[config.mk]
export PLATFORM = sky130hd
export DESIGN_NAME = conv_10_sdiv_seq_1ckb
export DESIGN_NICKNAME = d
export VERILOG_FILES = /design/src/rtl/conv_10_sdiv_seq_1ckb.sv
export SDC_FILE = /design/constraint.sdc
export NUM_CORES = 1
export LEC_CHECK = 0
export BUFFER_PORTS_ARGS = -buffer_cell sky130_fd_sc_hd__buf_4
export CORE_MARGIN = 3
export CORE_UTILIZATION = 45
export CTS_BUF_LIST = sky130_fd_sc_hd__clkbuf_4
export CTS_CLUSTER_SIZE = 25
export DETAILED_ROUTE_END_ITERATION = 7
export PLACE_DENSITY_LB_ADDON = 0.25
export SLEW_MARGIN = 5
export SYNTH_ARGS = -nofsm -noshare
export SYNTH_HDL_FRONTEND = slang
export SYNTH_SLANG_ARGS = --single-unit
[constraint.sdc]
create_clock -name ap_clk -period 4.5 [get_ports ap_clk]
set_input_delay 0.45 -clock ap_clk [delete_from_list [all_inputs] [get_ports ap_clk]]
set_output_delay 0.45 -clock ap_clk [all_outputs]
set_load 0.01 [all_outputs]
[src/rtl/conv_10_sdiv_seq_1ckb.sv]
// Sequential signed radix-2 restoring divider: 24-bit dividend / 8-bit divisor
// -> saturated 16-bit quotient and 8-bit remainder, ap_start/ap_done handshake.
module conv_10_sdiv_seq_1ckb #(
    parameter int ID         = 32'd1,
    parameter int din0_WIDTH = 32'd24,
    parameter int din1_WIDTH = 32'd8,
    parameter int dout_WIDTH = 32'd16
) (
    input  logic                          ap_clk,
    input  logic                          ap_rst,
    input  logic                          ap_start,
    output logic                          ap_idle,
    output logic                          ap_done,
    input  logic signed [din0_WIDTH-1:0]  din0,
    input  logic signed [din1_WIDTH-1:0]  din1,
    output logic signed [dout_WIDTH-1:0]  dout,
    output logic signed [din1_WIDTH-1:0]  rem,
    output logic                          div_zero,
    output logic                          ovf
);

    localparam int CW = $clog2(din0_WIDTH);

    typedef enum logic [1:0] {IDLE, CALC, FIX, DONE} state_t;

    state_t                  state;
    logic [CW-1:0]           cnt;
    logic [din0_WIDTH-1:0]   dvd;
    logic [din0_WIDTH-1:0]   quo;
    logic [din1_WIDTH-1:0]   dsr;
    logic [din1_WIDTH:0]     prem;
    logic                    sign_q;
    logic                    sign_r;
    logic                    dz;

    logic [din0_WIDTH-1:0]      a_mag;
    logic [din1_WIDTH-1:0]      b_mag;
    logic [din1_WIDTH+1:0]      shifted;
    logic [din1_WIDTH+1:0]      trial;
    logic signed [din0_WIDTH:0] qs;
    logic signed [din1_WIDTH-1:0] rs;

    // Returns {ovf, value}: in range when every bit above the dout sign bit matches it.
    function automatic logic [dout_WIDTH:0] sat_q(input logic signed [din0_WIDTH:0] v);
        logic [din0_WIDTH-dout_WIDTH+1:0] top;
        top = v[din0_WIDTH:dout_WIDTH-1];
        if ((&top) || !(|top))
            return {1'b0, v[dout_WIDTH-1:0]};
        else if (v[din0_WIDTH])
            return {1'b1, 1'b1, {(dout_WIDTH-1){1'b0}}};
        else
            return {1'b1, 1'b0, {(dout_WIDTH-1){1'b1}}};
    endfunction

    // Two's-complement negation of the most negative value yields its unsigned magnitude.
    assign a_mag   = din0[din0_WIDTH-1] ? -din0 : din0;
    assign b_mag   = din1[din1_WIDTH-1] ? -din1 : din1;
    assign shifted = {prem, dvd[din0_WIDTH-1]};
    assign trial   = shifted - {2'b00, dsr};
    assign qs      = sign_q ? -$signed({1'b0, quo}) : $signed({1'b0, quo});
    assign rs      = sign_r ? -$signed(prem[din1_WIDTH-1:0]) : $signed(prem[din1_WIDTH-1:0]);

    always_ff @(posedge ap_clk) begin
        if (ap_rst) begin
            state    <= IDLE;
            cnt      <= '0;
            ap_idle  <= 1'b1;
            ap_done  <= 1'b0;
            dout     <= '0;
            rem      <= '0;
            div_zero <= 1'b0;
            ovf      <= 1'b0;
        end else begin
            ap_done <= 1'b0;
            case (state)
                IDLE: begin
                    if (ap_start) begin
                        state   <= CALC;
                        cnt     <= '0;
                        ap_idle <= 1'b0;
                    end
                end
                CALC: begin
                    cnt <= cnt + CW'(1);
                    if (cnt == CW'(din0_WIDTH - 1))
                        state <= FIX;
                end
                FIX: begin
                    if (dz) begin
                        dout     <= sign_r ? {1'b1, {(dout_WIDTH-1){1'b0}}}
                                           : {1'b0, {(dout_WIDTH-1){1'b1}}};
                        rem      <= '0;
                        div_zero <= 1'b1;
                        ovf      <= 1'b0;
                    end else begin
                        {ovf, dout} <= sat_q(qs);
                        rem         <= rs;
                        div_zero    <= 1'b0;
                    end
                    ap_done <= 1'b1;
                    state   <= DONE;
                end
                DONE: begin
                    ap_idle <= 1'b1;
                    state   <= IDLE;
                end
                default: state <= IDLE;
            endcase
        end
    end

    // Datapath registers carry no reset; they are always reloaded on acceptance.
    always_ff @(posedge ap_clk) begin
        case (state)
            IDLE: begin
                if (ap_start) begin
                    dvd    <= a_mag;
                    dsr    <= b_mag;
                    sign_q <= din0[din0_WIDTH-1] ^ din1[din1_WIDTH-1];
                    sign_r <= din0[din0_WIDTH-1];
                    dz     <= (din1 == '0);
                    prem   <= '0;
                    quo    <= '0;
                end
            end
            CALC: begin
                dvd  <= dvd << 1;
                prem <= trial[din1_WIDTH+1] ? shifted[din1_WIDTH:0] : trial[din1_WIDTH:0];
                quo  <= {quo[din0_WIDTH-2:0], ~trial[din1_WIDTH+1]};
            end
            default: ;
        endcase
    end

endmodule

### After elaboration in Yosys (flattened, before gate mapping)

Index checks and enable logic that the tools add are counted.

| cells by class | value |
|---|---|
| add/subtract/negate cells | 6 |
| eq/ne operators | 6 |
| mux-type cells | 26 |
| bitwise gates (word level) | 2 |
| reductions and logical operators | 12 |

Operator list:

| kind | number |
|---|---|
| 24-bit case mux with 2 select lines | 2 |
| 24-bit two-way mux | 3 |
| 16-bit two-way mux | 3 |
| 25-bit two-way mux | 1 |
| 24-bit negator with 25-bit output | 1 |
| 24-bit negator | 1 |
| 9-bit two-way mux | 2 |
| 9-bit case mux with 2 select lines | 1 |
| 17-bit two-way mux | 1 |
| 8-bit two-way mux | 2 |
| 8-bit negator | 2 |
| 5-bit case mux with 2 select lines | 1 |
| 10-bit AND reduction | 1 |
| 10-bit OR reduction | 1 |
| 10-bit by 8-bit subtractor with 10-bit output | 1 |
| 8-bit logical NOT | 1 |
| 2-bit case mux with 4 select lines | 1 |
| 2-bit AND reduction | 4 |
| 7-bit two-way mux | 1 |
| 5-bit by 1-bit adder with 5-bit output (second input constant) | 1 |
| 5-bit == test (second input constant) | 1 |
| 5-bit two-way mux | 1 |
| 2-bit == test (second input constant) | 2 |
| 1-bit two-way mux | 4 |
| other kinds (10) | 13 |

| word-level totals | value |
|---|---|
| bits in registers | 103 |
| input port bits | 35 |
| output and inout port bits | 28 |
| logic and storage cells | 68 |

### Logic depth before layout (Yosys ltp)

Gate-level depths: netlist (run 1).

| logic depth | value |
|---|---|
| depth in word-level cells | 7 |
| gate-level depth with buffers | 11 |
| gate-level depth less buffers | 11 |

### Least setup slack after synthesis (run 1)

Ideal clock, no wire load.

| path | value |
|---|---|
| path kind | flip-flop to flip-flop |
| from | register quo[1] |
| to | register dout[5] |
| library setup time | 0.121 ns |
| data arrival time | 2.677 ns |
| required time | 4.379 ns |
| slack | 1.702 ns |
| stages on the path, launching flop included | 12 |
| buffers on the path | 1 |
| period minus slack after synthesis | 2.798 ns |
| cells stage by stage | edfxtp_1 -> inv_1 -> ha_1 -> nor3b_1 -> nand4_1 -> o31ai_1 -> a41oi_1 -> or4_1 -> a21boi_2 -> buf_6 -> o32ai_1 -> nor2_1 |

| between the ends | value |
|---|---|
| word-level cells in the longest chain between the ends | 7 |
| elaborated cells between the ends (all ways) | 9 |
| those cells by class | add/sub (1); mux (4); reduce/logical (4) |

Ends and longest elaborated chain:

| element | RTL line | source |
|---|---|---|
| from (decl) | 29 | `logic [din0_WIDTH-1:0] quo;` |
| from (signal assigned) | 129 | `quo <= {quo[din0_WIDTH-2:0], ~trial[din1_WIDTH+1]};` |
| 24-bit negator with 25-bit output (*) | 60 | `assign qs = sign_q ? -$signed({1'b0, quo}) : $signed({1'b0, quo});` |
| 25-bit two-way mux (*) | 60 |  |
| 10-bit OR reduction | 47 | `if ((&top) \|\| !(\|top))` |
| 1-bit logical NOT | 47 |  |
| 1-bit logical OR | 47 |  |
| 17-bit two-way mux (*) | 47 |  |
| 16-bit two-way mux (*) | 89 | `if (dz) begin` |
| to (signal assigned) | 90 | `dout <= sign_r ? {1'b1, {(dout_WIDTH-1){1'b0}}}` |
| to (signal assigned) | 96 | `{ovf, dout} <= sat_q(qs);` |
| to (decl) | 16 | `output logic signed [dout_WIDTH-1:0] dout,` |

Mark *: on every way between the ends. The rest lies on a longest branch, timed or not.
A chain may end at the register's enable or synchronous reset.

### Final worst setup path (run 1)

| path | value |
|---|---|
| from | register quo[1] |
| to | register dout[9] |

The elaborated chain is that of the path after synthesis.

==> results of run 1 <==
[path summary, 6_finish.rpt]
| check | cells after the start | to |
|---|---|---|
| worst min-delay path | 1 | dsr[0]$_DFFE_PP_ |
| worst max register to register | 10 | dout[9]$_SDFFE_PP0P_ |
| worst min register to register | 2 | div_zero$_SDFFE_PP0P_ |
| worst max-delay path | 10 | dout[9]$_SDFFE_PP0P_ |
[Yosys cell counts (4+ instances only)]
master	number	area share (%)
o32ai_1	4	0.60
xor2_1	33	4.9
o41ai_1	6	0.90
a211oi_1	4	0.51
mux2i_1	9	1.5
or4_1	11	1.4
xnor2_1	23	3.4
a21oi_1	27	2.3
o21ai_0	43	3.7
ha_1	17	3.6
nand4_1	4	0.43
edfxtp_1	68	35
nor3_1	11	0.94
or2_2	4	0.43
a22oi_1	9	1.2
o22ai_1	11	1.2
and2_1	27	2.9
dfxtp_1	35	12
nor2b_1	10	1.1
o21bai_1	4	0.51
nor4_1	7	0.75
buf_1	6	0.38
nand2b_1	6	0.64
nor2_1	48	3.1
o31ai_1	17	2.2
clkbuf_1	20	1.3
or3_1	7	0.75
nand2_1	56	3.6
nand3_1	9	0.77
inv_1	27	1.7
[cells by family after synthesis]
kind of cell	Yosys count	share of synthesized area, %
AO/OA/AOI/OAI	144	16.0
multiplexers	9	1.54
flip-flops	103	46.9
buffers and inverters	57	3.96
adder cells (fa/ha/maj)	18	3.98
AND/OR/NAND/NOR	215	19.2
XOR/XNOR	56	8.39
[flip-flops by register name, indices dropped and copies added, names as in the netlist]
signal	flops
ap_done	1
ap_idle	1
cnt	5
div_zero	1
dout	16
dsr	8
dvd	24
dz	1
ovf	1
prem	9
quo	24
rem	8
sign_q	1
sign_r	1
state	2
[routing by layer]
| layer | vias to the layer above | part of all wire, % |
|---|---|---|
| li1 | 2286 | - |
| met1 | 2108 | 48 |
| met2 | 117 | 46 |
| met3 | 14 | 4.3 |
| met4 | 0 | 1.7 |
| met5 | - | 0 |
[power by group]
part	internal (mW)	switching [mW]
clock network	0.119	0.328
logic	0.746	1.04
registers	1.55	0.352
total	2.41	1.72
[layout make-up]
| cell class | instances | area [um^2] | area share (%) |
|---|---|---|---|
| multi-input cells | 442 | 2880 | 43.9 |
| flip-flops and latches | 103 | 2740 | 41.9 |
| repair buffers | 65 | 488 | 7.45 |
| well taps | 172 | 215 | 3.28 |
| inverters | 27 | 101 | 1.55 |
| clock buffers | 9 | 67.6 | 1.03 |
| clock inverters | 7 | 56.3 | 0.859 |
| diodes | 1 | 2.50 | 0.0382 |
[critical path: cells and delay by family (launching register included)]
kind / cells / cell delay (ns)
AO/OA/AOI/OAI: 4 / 0.89
adder cells (fa/ha/maj): 1 / 0.17
buffers and inverters: 1 / 0.11
flip-flops: 1 / 0.47
AND/OR/NAND/NOR: 4 / 1.44
==> flow_metrics.env, run 1 <==
export IMPL_grt_start_max_net_pins=86
export IMPL_synthFlopType="edfxtp_1"
export IMPL_syn_num_nets=655
export IMPL_yosysSeqAreaShare_pct=46.9
export IMPL_vdd_ir_drop_max_mv=0.228
export IMPL_relSlewSlack_pct=42.6
export IMPL_final_cell_area_um2=6550
export IMPL_finalCritPeriodShare_pct=69.7
export IMPL_first_pass_iters=5
export IMPL_nFillCells=1172
export IMPL_overflow=0
export IMPL_die_y_um=120
export IMPL_post_place_ws_ns=1.33
export IMPL_dp_cells=809
export IMPL_gr_usage_met2_pct=27.6
export IMPL_place_area_um2=6420
export IMPL_netlist_area_um2=5850
export IMPL_postSynth_asyncResetShare_pct=0
export IMPL_grt_pass1_wl_um=20300
export IMPL_drt_total_wl_um=12000
export IMPL_globalplace_congestion=0.907
export IMPL_grtUsageMet3_pct=2.83
export IMPL_first_iter_violations=284
export IMPL_drive_gt1_share_pct=14.9
export IMPL_grt_pass1_vias=4203
export IMPL_wl_per_cell_um=14.5
export IMPL_final_min_clock_period_ns=3.13
export IMPL_row_count=41
export IMPL_crit_path_start_kind="flop"
export IMPL_met1_usage_pct=23.6
export IMPL_dieWidth_um=120
export IMPL_area_delta_synth_final_pct=12.0
export IMPL_vias=4525
export IMPL_power_leakage_nw=2.45
export IMPL_cts_tree="built"
export IMPL_drc=0
export IMPL_ant_nets=0
export IMPL_max_slew_worst_pin_slew_ns=0.862
export IMPL_start_util_pct=46.2
export IMPL_cts_buffer_depth=2
export IMPL_cts_root_buf="clkbuf_4"
export IMPL_holdCritPathClass="input port to flop"
export IMPL_layoutNonFillerInstCount=826
export IMPL_crit_slowest_cell="or4_1"
export IMPL_whs_ns=0.173
export IMPL_portBuffers=62
export IMPL_final_setup_worst_slack_ns=1.37
export IMPL_fin_nets=701
export IMPL_crit_type="flop to flop"
export IMPL_total_power_mw=4.13
export IMPL_vias_per_cell=5.48
export IMPL_skew_ns=0.0119
export IMPL_numCtsBuffers=9
export IMPL_max_freq_mhz=319
export IMPL_tns_ns=0
export IMPL_pwr_density_cell_nw_per_um2=631
export IMPL_place_hpwl_um=8700
export IMPL_postCtsSetupBuffers=0
export IMPL_synth_cell_types=58
export IMPL_min_delay_start="din1[0]"
export IMPL_status="completed"
export IMPL_crit_path_start="quo[1]$_SDFFCE_PN0P_"
export IMPL_cts_resized_gates=0
export IMPL_antenna_found_initial=1
export IMPL_track_usage_pct=17.3
export IMPL_fin_util_pct=51.7
export IMPL_cp_end_kind="flop"
export IMPL_cp_data_arrival_time_ns=3.53
export IMPL_required_ns=4.89
export IMPL_cts_sinks=103
export IMPL_ys_warn_count=0
export IMPL_core_area_um2=12700
export IMPL_r2r_start="quo[1]$_SDFFCE_PN0P_"
export IMPL_drv_cap=0
export IMPL_h_tree_depth=3
export IMPL_cp_max_fo=11
export IMPL_slew_viol_final=0
export IMPL_max_stage_delay_ns=0.59
export IMPL_avgSynthCellArea_um2=9.72
export IMPL_postCtsHoldBufs=0
export IMPL_synth_edf_count=68
export IMPL_final_cell_mix="edfxtp_1, buf_4, nand2_1"
export IMPL_grt_busiest_layer="met2"
export IMPL_synth_seq_cells=103
export IMPL_die_area_um2=14400
export IMPL_rsz0062_at_grt="no"
export IMPL_clkLatencyLatePin_ns=0.47
export IMPL_syn_inst=602
export IMPL_rrSetupSlack_ns=1.37
export IMPL_clk_pin_slew_ns=0.16
export IMPL_final_common_cell="edfxtp_1"
export IMPL_io_pins=63
export IMPL_path_cells="inv_1 -> ha_1 -> nor3b_1 -> nand4_1 -> o31ai_1 -> a41oi_1 -> or4_1 -> a21oi_1 -> nand2_1 -> o22ai_1"
export IMPL_setup_violations=0
export IMPL_hold_viol_final=0
Note: power is estimated with default switching activity, not from simulation.
==> run 2: changes to the inputs <==
==> constraint.sdc (replaced) <==
create_clock -name ap_clk -period 3 [get_ports ap_clk]
set_input_delay 0.3 -clock ap_clk [delete_from_list [all_inputs] [get_ports ap_clk]]
set_output_delay 0.3 -clock ap_clk [all_outputs]
set_load 0.01 [all_outputs]
==> run 2 against run 1 <==
Effect of this change: sequential share of layout area decreased by 2.0 points; cell area grew 5.1%; core utilization grew 2.6 points; worst hold slack worse by 0.14 ns; via count grew 3.3%; flip-flop and latch count is the same; worst setup slack worse by 1.3 ns; critical path type unchanged; critical endpoint unchanged; largest cell class unchanged.
==> flow_metrics.env, run 2 (synthesis gave the netlist of run 1 again) <==
export IMPL_power_leakage_nw=2.63
export IMPL_holdCritPathClass="input port to flop"
export IMPL_row_count=41
export IMPL_h_tree_depth=3
export IMPL_drive_gt1_share_pct=19.9
export IMPL_post_place_ws_ns=0.0134
export IMPL_globalplace_congestion=0.855
export IMPL_die_y_um=120
export IMPL_fin_nets=725
export IMPL_core_area_um2=12700
export IMPL_postCtsHoldBufs=0
export IMPL_track_usage_pct=17.6
export IMPL_relSlewSlack_pct=52.5
export IMPL_vias_per_cell=5.49
export IMPL_crit_slowest_cell="or4_1"
export IMPL_setup_violations=0
export IMPL_start_util_pct=46.2
export IMPL_path_cells="or4_1 -> nor4_2 -> a21oi_1 -> a221oi_2 -> nor4_4 -> a21boi_2 -> nor2_1 -> o22ai_1"
export IMPL_final_cell_mix="buf_4, edfxtp_1, nand2_1"
export IMPL_required_ns=3.40
export IMPL_max_freq_mhz=346
export IMPL_max_slew_worst_pin_slew_ns=0.710
export IMPL_vias=4675
export IMPL_overflow=0
export IMPL_first_iter_violations=284
export IMPL_crit_path_start_kind="flop"
export IMPL_dieWidth_um=120
export IMPL_grt_start_max_net_pins=86
export IMPL_pwr_density_cell_nw_per_um2=968
export IMPL_place_area_um2=6590
export IMPL_max_stage_delay_ns=0.62
export IMPL_dp_cells=829
export IMPL_crit_type="flop to flop"
export IMPL_final_min_clock_period_ns=2.89
export IMPL_finalCritPeriodShare_pct=96.3
export IMPL_clk_pin_slew_ns=0.16
export IMPL_nFillCells=1130
export IMPL_skew_ns=0.0198
export IMPL_status="completed"
export IMPL_cp_max_fo=8
export IMPL_cts_sinks=103
export IMPL_rr_worst_depth=8
export IMPL_grt_pass1_vias=4304
export IMPL_whs_ns=0.0352
export IMPL_fin_util_pct=54.3
export IMPL_layoutNonFillerInstCount=851
export IMPL_drc=0
export IMPL_final_setup_worst_slack_ns=0.112
export IMPL_io_pins=63
export IMPL_place_hpwl_um=8910
export IMPL_antenna_found_initial=1
export IMPL_area_delta_synth_final_pct=17.7
export IMPL_total_power_mw=6.66
export IMPL_rsz0062_at_grt="yes"
export IMPL_drt_total_wl_um=12500
export IMPL_cts_buffer_depth=2
export IMPL_numCtsBuffers=9
export IMPL_hold_viol_final=0
export IMPL_vdd_ir_drop_max_mv=0.355
export IMPL_final_common_cell="buf_4"
export IMPL_wl_per_cell_um=14.7
export IMPL_drv_cap=0
export IMPL_cts_tree="built"
export IMPL_ant_nets=0
export IMPL_clkLatencyLatePin_ns=0.47
export IMPL_first_pass_iters=4
export IMPL_min_path_cells=1
export IMPL_portBuffers=62
export IMPL_cts_root_buf="clkbuf_4"
export IMPL_grt_pass1_wl_um=20800
export IMPL_slew_viol_final=0
export IMPL_cp_data_arrival_time_ns=3.28
export IMPL_cp_end_kind="flop"
export IMPL_reg_top3="dvd x24, quo x24, dout x16"
export IMPL_tns_ns=0
export IMPL_die_area_um2=14400
export IMPL_final_cell_area_um2=6890
==> run 2: per-layer routing <==
layer	GRT usage, %	part of all wire [%]
met5	0	0
met4	5.51	1.9
met3	3.35	5.3
met2	28.5	46
met1	24.1	47
==> run 2: timing repair <==
action / in CTS / in global routing
pin swaps: 0 / 1
cloned: 0 / 1
setup endpoints to repair: 3 / 16
buffers inserted: 0 / 3
resized for setup: 2 / 18
==> run 2: worst paths after layout <==
kind / startpoint / to / slack, ns
worst max-delay path: quo[10]$_SDFFCE_PN0P_ / dout[9]$_SDFFE_PP0P_ / 0.11
worst min-delay path: din1[0] / dsr[0]$_DFFE_PP_ / 0.04
worst max register to register: quo[10]$_SDFFCE_PN0P_ / dout[9]$_SDFFE_PP0P_ / 0.11
worst min register to register: div_zero$_SDFFE_PP0P_ / div_zero$_SDFFE_PP0P_ / 0.48
==> run 2: area by class of cell <==
class,count,area [um^2],share of cell area (%)
Sequential cell,103,2740,39.8
Inverter,27,101,1.47
Tap cell,172,215,3.13
Timing Repair Buffer,88,673,9.78
Antenna cell,2,5.00,0.0727
Multi-Input combinational cell,443,2990,43.5
Clock buffer,9,67.6,0.981
Clock inverter,7,87.6,1.27
==> run 2: report_power, final <==
group	switching [mW]	internal, mW	total [mW]
Sequential	0.480	2.31	2.79
Clock	0.452	0.332	0.784
Combinational	1.75	1.34	3.09
Total	2.68	3.98	6.66
==> run 2: worst max-delay path, delay by kind of cell (launching register included) <==
| kind | cells | cell delay, ns |
|---|---|---|
| simple gates | 4 | 1.30 |
| compound gates | 4 | 0.99 |
| flops | 1 | 0.53 |
==> run 3: changes to the inputs <==
--- a/config.mk
+++ b/config.mk
@@ -12,6 +12,7 @@
 export CTS_CLUSTER_SIZE = 25
 export DETAILED_ROUTE_END_ITERATION = 7
 export PLACE_DENSITY_LB_ADDON = 0.25
+export REMOVE_ABC_BUFFERS = 1
 export SLEW_MARGIN = 5
 export SYNTH_ARGS = -nofsm -noshare
 export SYNTH_HDL_FRONTEND = slang
==> run 3 against run 2 <==
Effect of this change: clock skew shrank 0.00080 ns; worst setup slack lost 0.098 ns; core utilization decreased by 0.079 points; count of clock-buffer cells in the layout did not move; sequential share of layout area up 0.058 points; clock power decreased by 8.3%; cell count shrank 0.82%; die area unchanged; worst hold slack improved by 0.090 ns; global-route usage down 0.46 points; flip-flop and latch count is the same; critical endpoint is now dout[14]$_SDFFE_PP0P_; largest cell class unchanged.
==> flow_metrics.env, run 3 (synthesis gave the netlist of run 1 again) <==
export IMPL_h_tree_depth=3
export IMPL_wl_met3_um=732
export IMPL_reg_top3="dvd x24, quo x24, dout x16"
export IMPL_crit_type="flop to flop"
export IMPL_overflow=0
export IMPL_ant_nets=0
export IMPL_grt_pass1_vias=4292
export IMPL_grt_start_max_net_pins=86
export IMPL_fin_nets=720
export IMPL_first_pass_iters=4
export IMPL_cts_tree="built"
export IMPL_required_ns=3.38
export IMPL_post_place_ws_ns=-0.0283
export IMPL_cts_root_buf="clkbuf_4"
export IMPL_cp_max_fo=8
export IMPL_total_power_mw=6.58
export IMPL_status="completed"
export IMPL_track_usage_pct=17.2
export IMPL_max_freq_mhz=335
export IMPL_cts_buffer_depth=2
export IMPL_portBuffers=62
export IMPL_skew_ns=0.0190
export IMPL_p_int_mw=3.87
export IMPL_final_cell_area_um2=6880
export IMPL_final_common_cell="buf_4"
export IMPL_globalplace_congestion=0.847
export IMPL_die_y_um=120
export IMPL_top_layer="met4"
export IMPL_place_area_um2=6550
export IMPL_setup_violations=0
export IMPL_clk_pin_slew_ns=0.16
export IMPL_pwr_share_seq_pct=42.9
export IMPL_wl_met1_um=5730
export IMPL_core_area_um2=12700
export IMPL_first_iter_violations=304
export IMPL_vias_per_cell=5.49
export IMPL_grt_pass1_wl_um=20300
export IMPL_cp_end_kind="flop"
export IMPL_power_leakage_nw=2.60
export IMPL_start_util_pct=46.2
export IMPL_clkLatencyLatePin_ns=0.46
export IMPL_regArea_um2=2740
export IMPL_dieWidth_um=120
export IMPL_antenna_found_initial=0
export IMPL_place_hpwl_um=8870
export IMPL_vias=4636
export IMPL_multi_input_comb_area_um2=3030
export IMPL_crit_path_start_kind="flop"
export IMPL_drv_cap=0
export IMPL_io_pins=63
export IMPL_row_count=41
export IMPL_vdd_ir_drop_max_mv=0.409
export IMPL_clkPwrFrac_pct=10.9
export IMPL_numCtsBuffers=9
export IMPL_relSlewSlack_pct=54.1
export IMPL_max_slew_worst_pin_slew_ns=0.689
export IMPL_n_antenna_cell=0
export IMPL_whs_ns=0.125
export IMPL_tns_ns=0
export IMPL_cts_sinks=103
export IMPL_power_frac_comb_pct=46.2
export IMPL_cp_data_arrival_time_ns=3.36
export IMPL_pwr_density_cell_nw_per_um2=957
export IMPL_dr_wl_met2_um=5790
export IMPL_switching_share_pct=41.1
export IMPL_drc=0
export IMPL_drt_total_wl_um=12400
export IMPL_final_setup_worst_slack_ns=0.0136
export IMPL_final_cell_mix="buf_4, edfxtp_1, nand2_1"
export IMPL_holdCritPathClass="input port to flop"
export IMPL_drive_gt1_share_pct=18.9
export IMPL_power_switching_mw=2.71
export IMPL_finalCritPeriodShare_pct=99.5
export IMPL_hold_viol_final=0
export IMPL_wl_per_cell_um=14.7
export IMPL_final_min_clock_period_ns=2.99
export IMPL_die_area_um2=14400
export IMPL_nFillCells=1140
export IMPL_area_delta_synth_final_pct=17.5
export IMPL_slew_viol_final=0
[run 3: cell count changes in the layout (fill, tap and decap cells not counted), sizes merged]
cell	change
buf	-6
bufinv	-1
clkinv	-1
clkinvlp	+2
diode	-2
dlygate4sd3	+1
[run 3: path summary, 6_finish.rpt]
| kind | start | to | slack, ns | cells past startpoint |
|---|---|---|---|---|
| worst max-delay path | quo[2]$_SDFFCE_PN0P_ | dout[14]$_SDFFE_PP0P_ | 0.01 | 9 |
| worst min-delay path | din1[5] | dsr[5]$_DFFE_PP_ | 0.13 | 2 |
| worst max register to register | quo[2]$_SDFFCE_PN0P_ | dout[14]$_SDFFE_PP0P_ | 0.01 | 9 |
| worst min register to register | div_zero$_SDFFE_PP0P_ | div_zero$_SDFFE_PP0P_ | 0.50 | 2 |
[run 3: stage by stage]
stage	util, %	cells
floorplan	-	572
global placement	51.7	824
detailed placement	51.7	824
CTS	52.9	840
global route	54.3	844
finish	54.3	844
[run 3: critical path: stages (launching register included)]
cell	delay (ns)
edfxtp_1	0.55
nor4_2	0.37
buf_4	0.17
nand4_1	0.24
o21ai_1	0.26
nand3_1	0.13
or4_4	0.60
a21boi_4	0.20
o211a_1	0.26
o32ai_1	0.13
[run 3: cell type report]
class | count | share of cell area (%)
Multi-Input combinational cell | 443 | 44.1
Sequential cell | 103 | 39.9
Timing Repair Buffer | 83 | 9.34
Tap cell | 172 | 3.13
Inverter | 27 | 1.47
Clock inverter | 7 | 1.07
Clock buffer | 9 | 0.983
[run 3: per-layer routing]
| metal | track usage, % | vias to the layer above |
|---|---|---|
| met5 | 0 | - |
| met4 | 6.08 | 0 |
| met3 | 4.05 | 13 |
| met2 | 27.3 | 122 |
| met1 | 23.0 | 2180 |
| li1 | - | 2321 |
[run 3: repair_timing]
item | in CTS | in global routing
cloned | 0 | 1
setup buffers | 0 | 2
pin swaps | 0 | 6
hold buffers | 0 | 1
resized for setup | 2 | 22
endpoints found under the hold margin | 0 | 1
setup endpoints to repair | 14 | 16
[run 3: power groups by stage]
stage / combinational, mW / sequential, mW / clock (mW)
floorplan: 1.97 / 2.77 / 0
global placement: 2.86 / 2.79 / 0
detailed placement: 2.93 / 2.81 / 0
CTS: 2.95 / 2.78 / 0.748
global route: 3.40 / 2.91 / 0.811
finish: 3.04 / 2.82 / 0.719
